===== config.mk =====
export PLATFORM = sky130hd
export DESIGN_NAME = led_controller
export DESIGN_NICKNAME = d
export VERILOG_FILES = /design/src/rtl/led_controller.sv
export SDC_FILE = /design/constraint.sdc
export NUM_CORES = 1
export LEC_CHECK = 0
export CAP_MARGIN = 20
export CORE_ASPECT_RATIO = 0.5
export CORE_UTILIZATION = 32
export CTS_CLUSTER_SIZE = 14
export DETAILED_ROUTE_END_ITERATION = 10
export GPL_TIMING_DRIVEN = 1
export HOLD_SLACK_MARGIN = 0.06
export PLACE_DENSITY = 0.48
export SKIP_LAST_GASP = 1
export SYNTH_ARGS = -nofsm -noshare
export SYNTH_HDL_FRONTEND = slang
export SYNTH_SLANG_ARGS = --single-unit

===== constraint.sdc =====
create_clock -name clk -period 7.9 [get_ports clk]
set_clock_uncertainty 0.05 [all_clocks]
set_input_delay 1.58 -clock clk [delete_from_list [all_inputs] [get_ports clk]]
set_output_delay 1.58 -clock clk [all_outputs]
set_load 0.05 [all_outputs]

===== src/rtl/led_controller.sv =====
// Bus-mapped LED output peripheral: pattern, blink and (optional) PWM dimming of 8 LEDs.
// Define LED_PWM_EN to build the DUTY register and PWM counter; otherwise LEDs are never dimmed.
module led_controller #(
  parameter int PRESCALE_DIV = 50000,
  parameter int PRESCALE_W   = 16
) (
  input  logic        clk,
  input  logic        reset,
  input  logic        we,
  input  logic        cs,
  input  logic [1:0]  reg_sel,
  input  logic [15:0] in,
  output logic [15:0] out,
  output logic [7:0]  led
);

  localparam logic [PRESCALE_W-1:0] PRESC_LAST = PRESCALE_W'(PRESCALE_DIV - 1);

  // True when the blink counter has reached the end of a half-period; a period of 0 acts as 1.
  function automatic logic blink_wrap(input logic [15:0] cnt, input logic [15:0] per);
    logic [15:0] last;
    last = (per == 16'd0) ? 16'd0 : per - 16'd1;
    return cnt == last;
  endfunction

  logic [7:0]            led_data_q, led_data_d;
  logic [1:0]            ctrl_q, ctrl_d;
  logic [15:0]           blink_per_q, blink_per_d;
  logic [PRESCALE_W-1:0] presc_q, presc_d;
  logic [15:0]           blink_cnt_q, blink_cnt_d;
  logic                  phase_q, phase_d;
  logic [7:0]            led_q, led_d;
  logic                  wr_en;
  logic                  tick;
  logic                  pwm_on;

`ifdef LED_PWM_EN
  logic [7:0] duty_q, duty_d;
  logic [7:0] pwm_cnt_q, pwm_cnt_d;

  assign pwm_on = (duty_q == 8'hFF) | (pwm_cnt_q < duty_q);
`else
  assign pwm_on = 1'b1;
`endif

  assign wr_en = cs & we;
  assign tick  = (presc_q == PRESC_LAST);
  assign led   = led_q;

  always_comb begin
    led_data_d  = led_data_q;
    ctrl_d      = ctrl_q;
    blink_per_d = blink_per_q;
    if (wr_en) begin
      case (reg_sel)
        2'd0:    led_data_d  = in[7:0];
        2'd1:    ctrl_d      = in[1:0];
        2'd2:    blink_per_d = in;
        default: ;
      endcase
    end
  end

`ifdef LED_PWM_EN
  always_comb begin
    duty_d    = duty_q;
    pwm_cnt_d = pwm_cnt_q + 8'd1;
    if (wr_en && reg_sel == 2'd3) duty_d = in[7:0];
  end
`endif

  always_comb begin
    presc_d = tick ? '0 : presc_q + 1'b1;
  end

  // A CTRL or BLINK_PER write takes priority over any tick in the same cycle.
  always_comb begin
    blink_cnt_d = blink_cnt_q;
    phase_d     = phase_q;
    if (wr_en && reg_sel == 2'd1) begin
      if (!in[0] || !ctrl_q[0]) begin
        blink_cnt_d = '0;
        phase_d     = 1'b1;
      end
    end else if (wr_en && reg_sel == 2'd2) begin
      blink_cnt_d = '0;
    end else if (!ctrl_q[0]) begin
      blink_cnt_d = '0;
      phase_d     = 1'b1;
    end else if (tick) begin
      if (blink_wrap(blink_cnt_q, blink_per_q)) begin
        blink_cnt_d = '0;
        phase_d     = ~phase_q;
      end else begin
        blink_cnt_d = blink_cnt_q + 16'd1;
      end
    end
  end

  always_comb begin
    led_d = ({8{phase_q & pwm_on}} & led_data_q) ^ {8{ctrl_q[1]}};
  end

  always_comb begin
    out = 16'h0000;
    if (cs) begin
      case (reg_sel)
        2'd0:    out = {8'h00, led_data_q};
        2'd1:    out = {14'h0000, ctrl_q};
        2'd2:    out = blink_per_q;
`ifdef LED_PWM_EN
        default: out = {8'h00, duty_q};
`else
        default: out = 16'h0000;
`endif
      endcase
    end
  end

  always_ff @(posedge clk) begin
    if (reset) begin
      led_data_q  <= 8'h00;
      ctrl_q      <= 2'b00;
      blink_per_q <= 16'd500;
      presc_q     <= '0;
      blink_cnt_q <= '0;
      phase_q     <= 1'b1;
      led_q       <= 8'h00;
    end else begin
      led_data_q  <= led_data_d;
      ctrl_q      <= ctrl_d;
      blink_per_q <= blink_per_d;
      presc_q     <= presc_d;
      blink_cnt_q <= blink_cnt_d;
      phase_q     <= phase_d;
      led_q       <= led_d;
    end
  end

`ifdef LED_PWM_EN
  always_ff @(posedge clk) begin
    if (reset) begin
      duty_q    <= 8'hFF;
      pwm_cnt_q <= 8'h00;
    end else begin
      duty_q    <= duty_d;
      pwm_cnt_q <= pwm_cnt_d;
    end
  end
`endif

endmodule


After elaboration in Yosys (flattened, before gate mapping)

Index checks and enable logic that the tools add are counted.

Bits in registers: 67
Input port bits: 22
Output and inout port bits: 24
Word-level logic and storage cells: 51

Add/subtract/negate cells: 3
Equal/unequal tests: 9
Mux-type cells: 15
Bitwise operators: 4
Reduce and logical (&&, ||, !) cells: 13

Operators by type and width:

| kind                                                 | count |
|---|---|
| 2-to-1 mux 16 bit                                    | 8 |
| one-hot mux 16 bit (3 select lines)                  | 1 |
| adder 16 x 1 -> 16 bit (second input constant)       | 2 |
| equality test 16 bit                                 | 1 |
| equality test 16 bit (second input constant)         | 1 |
| zero test 16 bit                                     | 1 |
| subtractor 16 x 1 -> 16 bit (second input constant)  | 1 |
| bitwise AND 8 bit                                    | 1 |
| AND reduction 2 bit                                  | 4 |
| XOR 8 bit                                            | 1 |
| 2-to-1 mux 1 bit                                     | 6 |
| != test 3 x 1 -> 1 bit (second input constant)       | 2 |
| != test 4 x 1 -> 1 bit (second input constant)       | 1 |
| AND reduction 4 bit                                  | 1 |
| equality test 2 x 1 -> 1 bit (second input constant) | 1 |
| equality test 2 bit (second input constant)          | 1 |
| logical AND 1 bit                                    | 2 |
| zero test 1 bit                                      | 2 |
| zero test 2 bit                                      | 1 |
| != test 2 x 1 -> 1 bit (second input constant)       | 1 |
| != test 2 bit (second input constant)                | 1 |
| OR reduction 2 bit                                   | 1 |
| bitwise AND 1 bit                                    | 1 |
| logical OR 1 bit                                     | 1 |
| inverter 1 bit                                       | 1 |

Logic depth before layout (Yosys ltp)

Word-level depth: 8
Depth in mapped cells: 12
Depth with buffers taken out: 10

Worst setup path before layout

No wires, ideal clock.

Path kind: input-to-output
Start: in reg_sel[1]
End: out out[6]
Arrival time: 2.983 ns
Data required time: 6.270 ns
Setup slack: 3.287 ns
Cell stages on the path: 4
Buffers on the path: 2
Cell sequence: clkbuf_1 -> clkbuf_1 -> mux2i_1 -> nor2_1

Cells in the longest elaborated chain, start to end: 3
Elaborated cells on any way between the ends: 5
Classes of those cells: eq/ne (2); mux (2); reduce/logical (1)

RTL lines:

| what                                              | line | RTL |
|---|---|---|
| from (decl)                                       | 11   | `input logic [1:0] reg_sel,` |
| equality test 2 bit, or another cell as far along | 107  | `case (reg_sel)` |
| one-hot mux 16 bit (3 select lines) *             | 107  |  |
| 2-to-1 mux 16 bit *                               | 106  | `if (cs) begin` |
| to (decl)                                         | 13   | `output logic [15:0] out,` |

Every way passes the cells marked *; elsewhere a longest branch is shown, timed or not.

Worst setup path in the final report

Start: in reg_sel[1]
End: out out[1]

Same word-level chain as after synthesis.

==> run metrics <==
nets=550; layout cells sized above 1=0.0794; Lkg Pwr=about 1.6 nW; hpwl dp=about 7700 um; Max-slew headroom=0.295; Die ar.=12900 um^2; drt wl/cell=15.3 um; clock tree buffer depth=2; gr ovfl total=0; CP endpoint kind=output pin; # IOs=46; H-tree depth=3; maximum vdd ir drop=90.1 uV; Hold WC Path Type=reg -> reg; Root Driver=clkbuf_16; average vias per placed instance=just under 5; height of the chip=80.8 um; multi-input logic area=2460 um^2; Fin. Hold Viols=0; Worst EP required=6.27 ns; dpl cells=678; Seq/Total Area, Yosys=0.337; Peak Freq=roughly 180 MHz; setup violators final=0; DR pass1 iterations=4; Initial Util=0.333; number of DRC markers in iteration 0=138; switching part of the total power=0.241; fin crit period=between 5 and 6 ns; syn nets=522; setup ws final=2.26 ns; Reg area=1340 um^2; worst skew pair latency=0.34 ns; Crit Path Class=in -> out; PD cells=between 150 and 200 nW/um^2; largest fanout on the critical path=21; dpl ws=2.29 ns; post-synth cell types=57; Post-synth top flop=dfxtp_1; slew at the pin closest to its max-slew limit=1.06 ns; number of global-route vias before repair=3401; CTS Buf Count=9; post-CTS setup repair buffer count=0; # fillers=between 1000 and 1500; # diodes=0; cell area after synthesis=about 4000 um^2; Yosys Warn Count=0; gr usage total=0.176; Psw=0.000209 W; global placer's final weighted congestion=0.810; hold_buf cts=0; first-pass GRT wire length=between 15000 and 20000 um; core area=between 10000 and 15000 um^2; sequential power share=0.406; Syn Inst Count=between 400 and 500; post-CTS resize count=0; clock-pin transition on the worst setup and hold timing paths=0.06 ns; Post-route DRC=0; Routed WL=between 10000 and 15000 um; EDFF count, synth=0; RSZ-0062 raised after global routing=false; post-synthesis register bit count=67; initial antenna violation count=0; row cnt=28; Final Slew Violations=0; setup_tns=0 ns; CP arrival=4.01 ns; via count=3430; antenna viol nets, final=0; clock sink count=67; status=finished clean; CTS tree=built; ys async rst share=0; combinational share of power=0.076; Final Non-Filler Cells=694; Die W=160 um; maxcap violations=0; Clock Power Share=0.518; Port Buffers=45; final period utilization=0.714; Synth-to-Final Area Change=21.4%; largest net degree at the start of global routing=48; Avg Cell Area, Syn=8.02 um^2; crit start category=input pin; Pint=0.000657 W
-- cells in the mapped netlist, drive strengths merged (3+ instances only) --
master | instances | area share
xor2 | 22 | 0.048
o211ai | 5 | 0.0094
mux2i | 10 | 0.025
o2111ai | 3 | 0.011
nand3b | 3 | 0.0057
nand2b | 7 | 0.011
and3 | 14 | 0.022
nor2 | 46 | 0.043
nor3b | 3 | 0.0057
and2 | 6 | 0.0094
nor3 | 30 | 0.053
nor2b | 6 | 0.0094
inv | 11 | 0.010
a31oi | 3 | 0.0085
or3 | 3 | 0.0060
clkbuf | 21 | 0.020
nand3 | 18 | 0.023
nand4 | 7 | 0.011
dfxtp | 67 | 0.34
a21oi | 33 | 0.042
nor4b | 8 | 0.021
buf | 7 | 0.013
ha | 4 | 0.013
nand2 | 83 | 0.079
xnor2 | 30 | 0.066
nor4 | 8 | 0.016
or2 | 5 | 0.0079
o21ai | 9 | 0.011
-- power groups by stage --
stage | Combinational, W | Clock, W | Sequential (W)
floorplan | 0.0000417 | 0 | 0.000358
global placement | 0.0000663 | 0 | 0.000359
detailed placement | 0.0000664 | 0 | 0.000359
CTS | 0.0000667 | 0.000458 | 0.000352
global route | 0.0000722 | 0.000472 | 0.000352
finish | 0.0000661 | 0.000449 | 0.000352
-- cell type report --
cell class	instances	area share
clock inverter	5	0.0176
clock buffer	11	0.0503
multi-input combinational	390	0.510
timing repair buffer	45	0.0923
tap	165	0.0428
sequential	67	0.278
inverter	11	0.00856
-- metrics by stage --
stage	hold WS, ns	utilization	total power (W)	area, um^2
floorplan	0.363	-	0.000400	3980
global placement	0.383	0.377	0.000425	4500
detailed placement	0.403	0.377	0.000425	4500
CTS	0.412	0.404	0.000876	4830
global route	0.435	0.404	0.000896	4830
finish	0.402	0.404	0.000866	4830
-- routing by layer --
metal / up-vias / track usage / share of wire
li1: 1773 / - / -
met1: 1620 / 0.230 / 0.53
met2: 30 / 0.291 / 0.43
met3: 7 / 0.0465 / 0.032
met4: 0 / 0.0433 / 0.0077
met5: - / 0 / 0
-- cell families (layout without fill, tap and decap cells) --
logic type,Yosys count,count (layout),synth area share
compound gates,69,69,0.121
xor+xnor,53,53,0.121
fa+ha+maj,4,4,0.0126
buf+inv,39,72,0.0431
flops,67,67,0.337
mux,10,10,0.0252
simple gates,254,254,0.340
-- path summary, 6_finish.rpt --
| check | start | to | slack (ns) | depth (start not counted) |
|---|---|---|---|---|
| worst max-delay path | reg_sel[1] | out[1] | 2.26 | 6 |
| worst min-delay path | presc_q[0] | presc_q[0] | 0.40 | 1 |
| worst min register to register | presc_q[0] | presc_q[0] | 0.40 | 1 |
| worst max register to register | blink_per_q[0] | blink_cnt_q[3] | 4.47 | 10 |
-- state kept, by name (all words and copies together), names as in the netlist --
name,count
blink_per_q,16
blink_cnt_q,16
phase_q,1
ctrl_q,2
led_data_q,8
presc_q,16
led,8
-- critical path, stage by stage --
cell	delay [ns]
clkdlybuf4s50_1	0.86
nor2b_1	0.42
nand2_1	0.08
o21ai_0	0.08
and2_1	0.15
clkdlybuf4s50_1	0.83
-- placed cells by master (no fill, tap or decap), drive strengths merged, types with 4 or more instances in the layout --
cell           netlist  routed
xnor2               30      30
and3                14      14
and2                 6       6
inv                 11      12
or2                  5       5
mux2i               10      10
nand2               83      83
nor4b                8       8
nor4                 8       8
nor3                30      30
nor2b                6       6
nand4                7       7
o21ai                9       9
a21oi               33      33
clkdlybuf4s50        0      44
xor2                22      22
ha                   4       4
clkbuf              21      11
nand3               18      18
o211ai               5       5
nor2                46      46
dfxtp               67      67
nand2b               7       7
Power figures use the tool's default switching activity.
